<file path="config.mk">
export PLATFORM = sky130hd
export DESIGN_NAME = imem_loader
export DESIGN_NICKNAME = d
export VERILOG_FILES = /design/src/rtl/loader_pkg.sv /design/src/rtl/imem_loader_byte_timer.sv /design/src/rtl/imem_loader.sv
export SDC_FILE = /design/constraint.sdc
export NUM_CORES = 1
export LEC_CHECK = 0
export ABC_AREA = 1
export BUFFER_PORTS_ARGS = -buffer_cell sky130_fd_sc_hd__buf_2
export CORE_MARGIN = 2
export CORE_UTILIZATION = 50
export DETAILED_ROUTE_END_ITERATION = 10
export GPL_TIMING_DRIVEN = 0
export HOLD_SLACK_MARGIN = 0.03
export PLACE_DENSITY = 0.71
export SLEW_MARGIN = 20
export SYNTH_ARGS = -nofsm -noshare
export SYNTH_HDL_FRONTEND = slang
export SYNTH_SLANG_ARGS = --single-unit
</file>
<file path="constraint.sdc">
create_clock -name clk -period 2.1 [get_ports clk]
set_input_delay 0.42 -clock clk [delete_from_list [all_inputs] [get_ports clk]]
set_output_delay 0.42 -clock clk [all_outputs]
set_load 0.01 [all_outputs]
</file>
<file path="src/rtl/loader_pkg.sv">
`default_nettype none
// +----------------------------------------------------------------------+
// | loader_pkg : shared state encoding and defaults for imem_loader      |
// | Revision   : 1.0                                                     |
// +----------------------------------------------------------------------+
package loader_pkg;

  typedef logic [2:0] state_t;

  localparam state_t c_idle   = 3'd0;
  localparam state_t c_len_lo = 3'd1;
  localparam state_t c_len_hi = 3'd2;
  localparam state_t c_data   = 3'd3;
  localparam state_t c_csum   = 3'd4;
  localparam state_t c_done   = 3'd5;
  localparam state_t c_error  = 3'd6;

  localparam logic [7:0] c_sync_byte_default = 8'hA5;

endpackage
`default_nettype wire

</file>
<file path="src/rtl/imem_loader_byte_timer.sv">
`default_nettype none
// +----------------------------------------------------------------------+
// | byte_timer : reloadable idle-cycle counter, saturates at TIMEOUT_CYC |
// | Revision   : 1.0                                                     |
// +----------------------------------------------------------------------+
module byte_timer #(
  parameter int TIMEOUT_CYC = 1_000_000
) (
  input  logic clk,
  input  logic rst,
  input  logic enable,
  input  logic reload,
  output logic expired
);

  localparam int                c_cnt_w = $clog2(TIMEOUT_CYC + 1);
  localparam logic [c_cnt_w-1:0] c_limit = c_cnt_w'(TIMEOUT_CYC);
  localparam logic [c_cnt_w-1:0] c_one   = c_cnt_w'(1);

  logic [c_cnt_w-1:0] r_count;

  always_ff @(posedge clk) begin
    if (rst || !enable || reload) begin
      r_count <= '0;
    end else if (r_count != c_limit) begin
      r_count <= r_count + c_one;
    end
  end

  assign expired = enable && (r_count == c_limit);

endmodule
`default_nettype wire

</file>
<file path="src/rtl/imem_loader.sv">
`default_nettype none
// +----------------------------------------------------------------------+
// | imem_loader : UART boot loader framing bytes into imem words         |
// | Revision    : 1.0                                                    |
// +----------------------------------------------------------------------+
module imem_loader
  import loader_pkg::*;
#(
  parameter int         DEPTH_WORDS = 512,
  parameter int         TIMEOUT_CYC = 1_000_000,
  parameter logic [7:0] SYNC_BYTE   = c_sync_byte_default
) (
  input  logic        clk,
  input  logic        rst,
  input  logic        rx_valid,
  input  logic [7:0]  rx_data,
  output logic        imem_we,
  output logic [31:0] imem_addr,
  output logic [31:0] imem_wdata,
  output logic        cpu_hold,
  output logic        done,
  output logic        err
);

  localparam int                c_idx_w   = $clog2(DEPTH_WORDS) + 1;
  localparam logic [16:0]        c_depth   = 17'(DEPTH_WORDS);
  localparam logic [c_idx_w-1:0] c_idx_one = c_idx_w'(1);

  state_t             r_state;
  logic [7:0]         r_len_lo;
  logic [7:0]         r_csum;
  logic [c_idx_w-1:0] r_len;
  logic [c_idx_w-1:0] r_word_idx;
  logic [1:0]         r_byte_idx;
  logic [23:0]        r_asm;
  logic               r_we;
  logic [31:0]        r_addr;
  logic [31:0]        r_wdata;
  logic               r_hold;
  logic               r_done;
  logic               r_err;

  logic               w_timer_en;
  logic               w_expired;
  logic [15:0]        w_len;
  logic               w_last_word;

  assign w_timer_en  = (r_state == c_len_lo) || (r_state == c_len_hi) ||
                       (r_state == c_data)   || (r_state == c_csum);
  assign w_len       = {rx_data, r_len_lo};
  assign w_last_word = (r_word_idx + c_idx_one) == r_len;

  byte_timer #(
    .TIMEOUT_CYC (TIMEOUT_CYC)
  ) u_byte_timer (
    .clk     (clk),
    .rst     (rst),
    .enable  (w_timer_en),
    .reload  (rx_valid),
    .expired (w_expired)
  );

  always_ff @(posedge clk) begin
    if (rst) begin
      r_state    <= c_idle;
      r_len_lo   <= '0;
      r_csum     <= '0;
      r_len      <= '0;
      r_word_idx <= '0;
      r_byte_idx <= '0;
      r_asm      <= '0;
      r_we       <= 1'b0;
      r_addr     <= '0;
      r_wdata    <= '0;
      r_hold     <= 1'b1;
      r_done     <= 1'b0;
      r_err      <= 1'b0;
    end else begin
      r_we <= 1'b0;
      // A byte landing on the expiry cycle takes priority over the timeout.
      if (w_expired && !rx_valid) begin
        r_state <= c_error;
        r_err   <= 1'b1;
      end else if (rx_valid) begin
        case (r_state)
          c_idle, c_error: begin
            if (rx_data == SYNC_BYTE) begin
              r_state    <= c_len_lo;
              r_err      <= 1'b0;
              r_csum     <= '0;
              r_word_idx <= '0;
              r_byte_idx <= '0;
            end
          end
          c_len_lo: begin
            r_len_lo <= rx_data;
            r_state  <= c_len_hi;
          end
          c_len_hi: begin
            if ((w_len == 16'd0) || ({1'b0, w_len} > c_depth)) begin
              r_state <= c_error;
              r_err   <= 1'b1;
            end else begin
              r_len   <= c_idx_w'(w_len);
              r_state <= c_data;
            end
          end
          c_data: begin
            r_csum     <= r_csum ^ rx_data;
            r_byte_idx <= r_byte_idx + 2'd1;
            case (r_byte_idx)
              2'd0: r_asm[7:0]   <= rx_data;
              2'd1: r_asm[15:8]  <= rx_data;
              2'd2: r_asm[23:16] <= rx_data;
              default: begin
                r_we       <= 1'b1;
                r_wdata    <= {rx_data, r_asm};
                r_addr     <= 32'({r_word_idx, 2'b00});
                r_word_idx <= r_word_idx + c_idx_one;
                if (w_last_word) begin
                  r_state <= c_csum;
                end
              end
            endcase
          end
          c_csum: begin
            if (rx_data == r_csum) begin
              r_state <= c_done;
              r_done  <= 1'b1;
              r_hold  <= 1'b0;
            end else begin
              r_state <= c_error;
              r_err   <= 1'b1;
            end
          end
          default: begin
          end
        endcase
      end
    end
  end

  assign imem_we    = r_we;
  assign imem_addr  = r_addr;
  assign imem_wdata = r_wdata;
  assign cpu_hold   = r_hold;
  assign done       = r_done;
  assign err        = r_err;

endmodule
`default_nettype wire

</file>
==> run summary <==
total negative slack -> 0 ns
type of element capturing the critical path -> register
mux cell area share after synthesis -> 0
Nets -> 899
Required @ worst endpoint -> 2.44 ns
chip height -> 113 um
residual DRC count -> 0
Place WS -> 0.0515 ns
Max Slew Vio Count -> 0
slew of the pin with the lowest slew margin -> 0.542 ns
leading cell types in the layout, fill and taps excluded -> dfxtp_1 (129), nor2_1 (115), o21ai_0 (107), nand2_1 (92), a21oi_1 (92)
Clock transition at path regs -> 0.06 ns
min-delay worst type -> in -> reg
r2r startpoint -> u_byte_timer.r_count[6]$_SDFFE_PP0P_
commonest non-fill, non-tap cell in the layout -> dfxtp_1
post-synthesis instance area -> 5890 um2
largest family of logic cells by synthesized area -> simple AND/OR/NAND/NOR gates
HP Start -> rx_data[7]
kind of start point of the critical path -> register
WL/cell -> 14.1 um
Mapped Cells -> 786
adder-cell share of the synthesized area -> 0.0149
DP Wirelength -> 10.4 mm
row cnt -> 39
Layout fillers -> 1,023
worst hold stages -> 3
WHS Endpoint -> r_len_lo[7]$_SDFFE_PP0P_
Clock Tree Root -> clkbuf_16
YS warnings -> 0
VDD IR max -> 0.000658 V
Synth Flop Type -> dfxtp_1
Die ar. -> 12,700 um2
Core Area -> 11,500 um2
io pins -> 79
Vias -> 5,463
post-synthesis xor/xnor area fraction -> 0.0178
max_cap viols -> 0
Final Worst Setup Slack -> 0.192 ns
worst r2r path cells -> 9
Peak Freq -> 0.524 GHz
GPL Wtd Cong -> 0.925
Synth async-reset ratio -> 0
leakage dissipation -> 0.00301 uW
critical path class -> reg -> reg
initial cell density of the core -> 0.514
Synth Area in Compound Gates -> 0.193
clk sink count -> 131
Worst-Skew Late Latency -> 0.42 ns
Detailed Route Iter0 Violations -> 345
minimum clock period -> 1.91 ns
H-tree Lvls -> 4
Pwr Density -> 940 nW/um2
router iterations before antenna repair -> 5
vias in the first global route -> 5,064
Avg Vias per Cell -> 5.27
area occupied by multi-input gates -> 2740 um2
Setup-failing EPs final -> 0
synthesis-to-finish area growth -> 20.2%
cts-stage hold buffer count -> 0
reg-to-reg slack, setup -> 0.19 ns
final instance area -> 7080 um2
share of cells above drive strength 1 -> 0.177
M3 GR Usage -> 0.0540
largest net degree at the start of global routing -> 17
Tcrit/Tclk final -> 0.909
sequential share of the synthesized area -> 0.445
placed cell area -> 6420 um2
Distinct cells, synth -> 39
routing usage on met1 -> 0.302
Congestion Overflow GR -> 0
Die W -> 113 um
Register Area -> 2630 um2
clk buf depth -> 2
drt total wl -> 14.6 mm
reg2reg end -> r_word_idx[6]$_SDFFE_PP0P_
grt met2 use -> 0.378
GRT Resource Usage Total -> 0.234
CP max FO -> 10
PortBufs -> 54
first-pass GRT wire length -> 23.8 mm
antenna violations before repair -> 0
CTS tree -> built
diode count -> 0
WP data arrival -> 2.25 ns
post-route antenna net violation count -> 0
syn_area_per_cell -> 7.50 um2
Slew headroom -> 0.639
status -> completed
Synth Register Bits -> 131
worst clock skew -> 0.00953 ns
Post-synth EDFFs -> 0
simple-gate share of the synthesized area -> 0.223
Inserted Clock Buffers -> 17
final core utilization -> 0.618
most crowded layer after global routing -> met2
Final Hold Viols -> 0
[layer usage]
layer,vias to the layer above,wire length [um]
li1,2741,-
met1,2477,6440
met2,215,6790
met3,30,1070
met4,0,325
met5,-,0
[layout make-up]
cell class	instances	share of cell area
Sequential cell	131	0.371
Timing Repair Buffer	55	0.0392
Clock buffer	18	0.0606
Tap cell	143	0.0253
Inverter	72	0.0389
Buffer	55	0.0493
Multi-Input combinational cell	549	0.387
Clock inverter	14	0.0295
[what timing repair did]
action / CTS / global route
resized for setup: 0 / 5
hold endpoints to repair: 0 / 0
buffers inserted: 0 / 1
endpoints found under the setup margin: 0 / 5
[stage by stage]
step | power (uW) | hold slack, ns | instances
2_1_floorplan | 3290 | 0.436 | 807
3_3_place_gp | 3460 | 0.432 | 1004
3_5_place_dp | 3480 | 0.432 | 1004
4_1_cts | 6670 | 0.378 | 1036
5_1_grt | 6900 | 0.410 | 1037
6_report | 6660 | 0.392 | 1037
[worst max path at each step]
stage / from / to / slack (ns)
after floorplan: r_word_idx[0]$_SDFFE_PP0P_ / r_state[1]$_SDFFE_PP0P_ / 0.45
after global placement: rx_data[5] / r_len[4]$_SDFFE_PP0P_ / 0.12
after detailed placement: rx_data[5] / r_len[3]$_SDFFE_PP0P_ / 0.05
after CTS: r_word_idx[1]$_SDFFE_PP0P_ / r_state[1]$_SDFFE_PP0P_ / 0.07
after global routing: r_word_idx[0]$_SDFFE_PP0P_ / r_state[1]$_SDFFE_PP0P_ / -0.005
final: u_byte_timer.r_count[6]$_SDFFE_PP0P_ / r_word_idx[6]$_SDFFE_PP0P_ / 0.19
[power by group]
group / switching (uW) / internal (uW)
logic: 519 / 270
clock network: 1110 / 2100
registers: 83.2 / 2570
total: 1720 / 4940
[worst max-delay path: stages (launching register included)]
cell and delay (ns):
dfxtp_1 0.38, nand2_1 0.07, nor3_1 0.16, nand4_1 0.22
nor3_4 0.36, nor2_2 0.12, nand2_4 0.13, buf_6 0.16
nand2_1 0.06, a21oi_1 0.15
[registers in the layout (all words and copies together), names as in the netlist, 2 cells and up]
register / count
r_len: 10
r_csum: 8
r_len_lo: 8
r_word_idx: 10
imem_wdata: 32
u_byte_timer.r_count: 20
imem_addr: 10
r_asm: 24
r_byte_idx: 2
r_state: 3
[cells in the mapped netlist (all sizes together) (2+ instances only)]
cell type / n / area (um2)
a21oi: 94 / 478
a22oi: 3 / 22.5
a31oi: 2 / 12.5
buf: 38 / 285
clkbuf: 17 / 63.8
dfxtp: 131 / 2620
ha: 7 / 87.6
inv: 71 / 267
nand2: 99 / 397
nand3: 34 / 170
nand4: 15 / 93.8
nor2: 125 / 528
nor3: 13 / 91.3
nor3b: 2 / 15.0
o21a: 3 / 22.5
o21ai: 110 / 558
o21bai: 4 / 33.8
or2: 2 / 12.5
xnor2: 6 / 52.6
xor2: 6 / 52.6
[cell families after synthesis]
logic type | after synthesis
AND/OR/NAND/NOR | 291
AO/OA/AOI/OAI | 217
flip-flops | 131
buffers and inverters | 127
XOR/XNOR | 12
adder cells (fa/ha/maj) | 7
other | 1
Note: power is estimated with default switching activity, not from simulation.
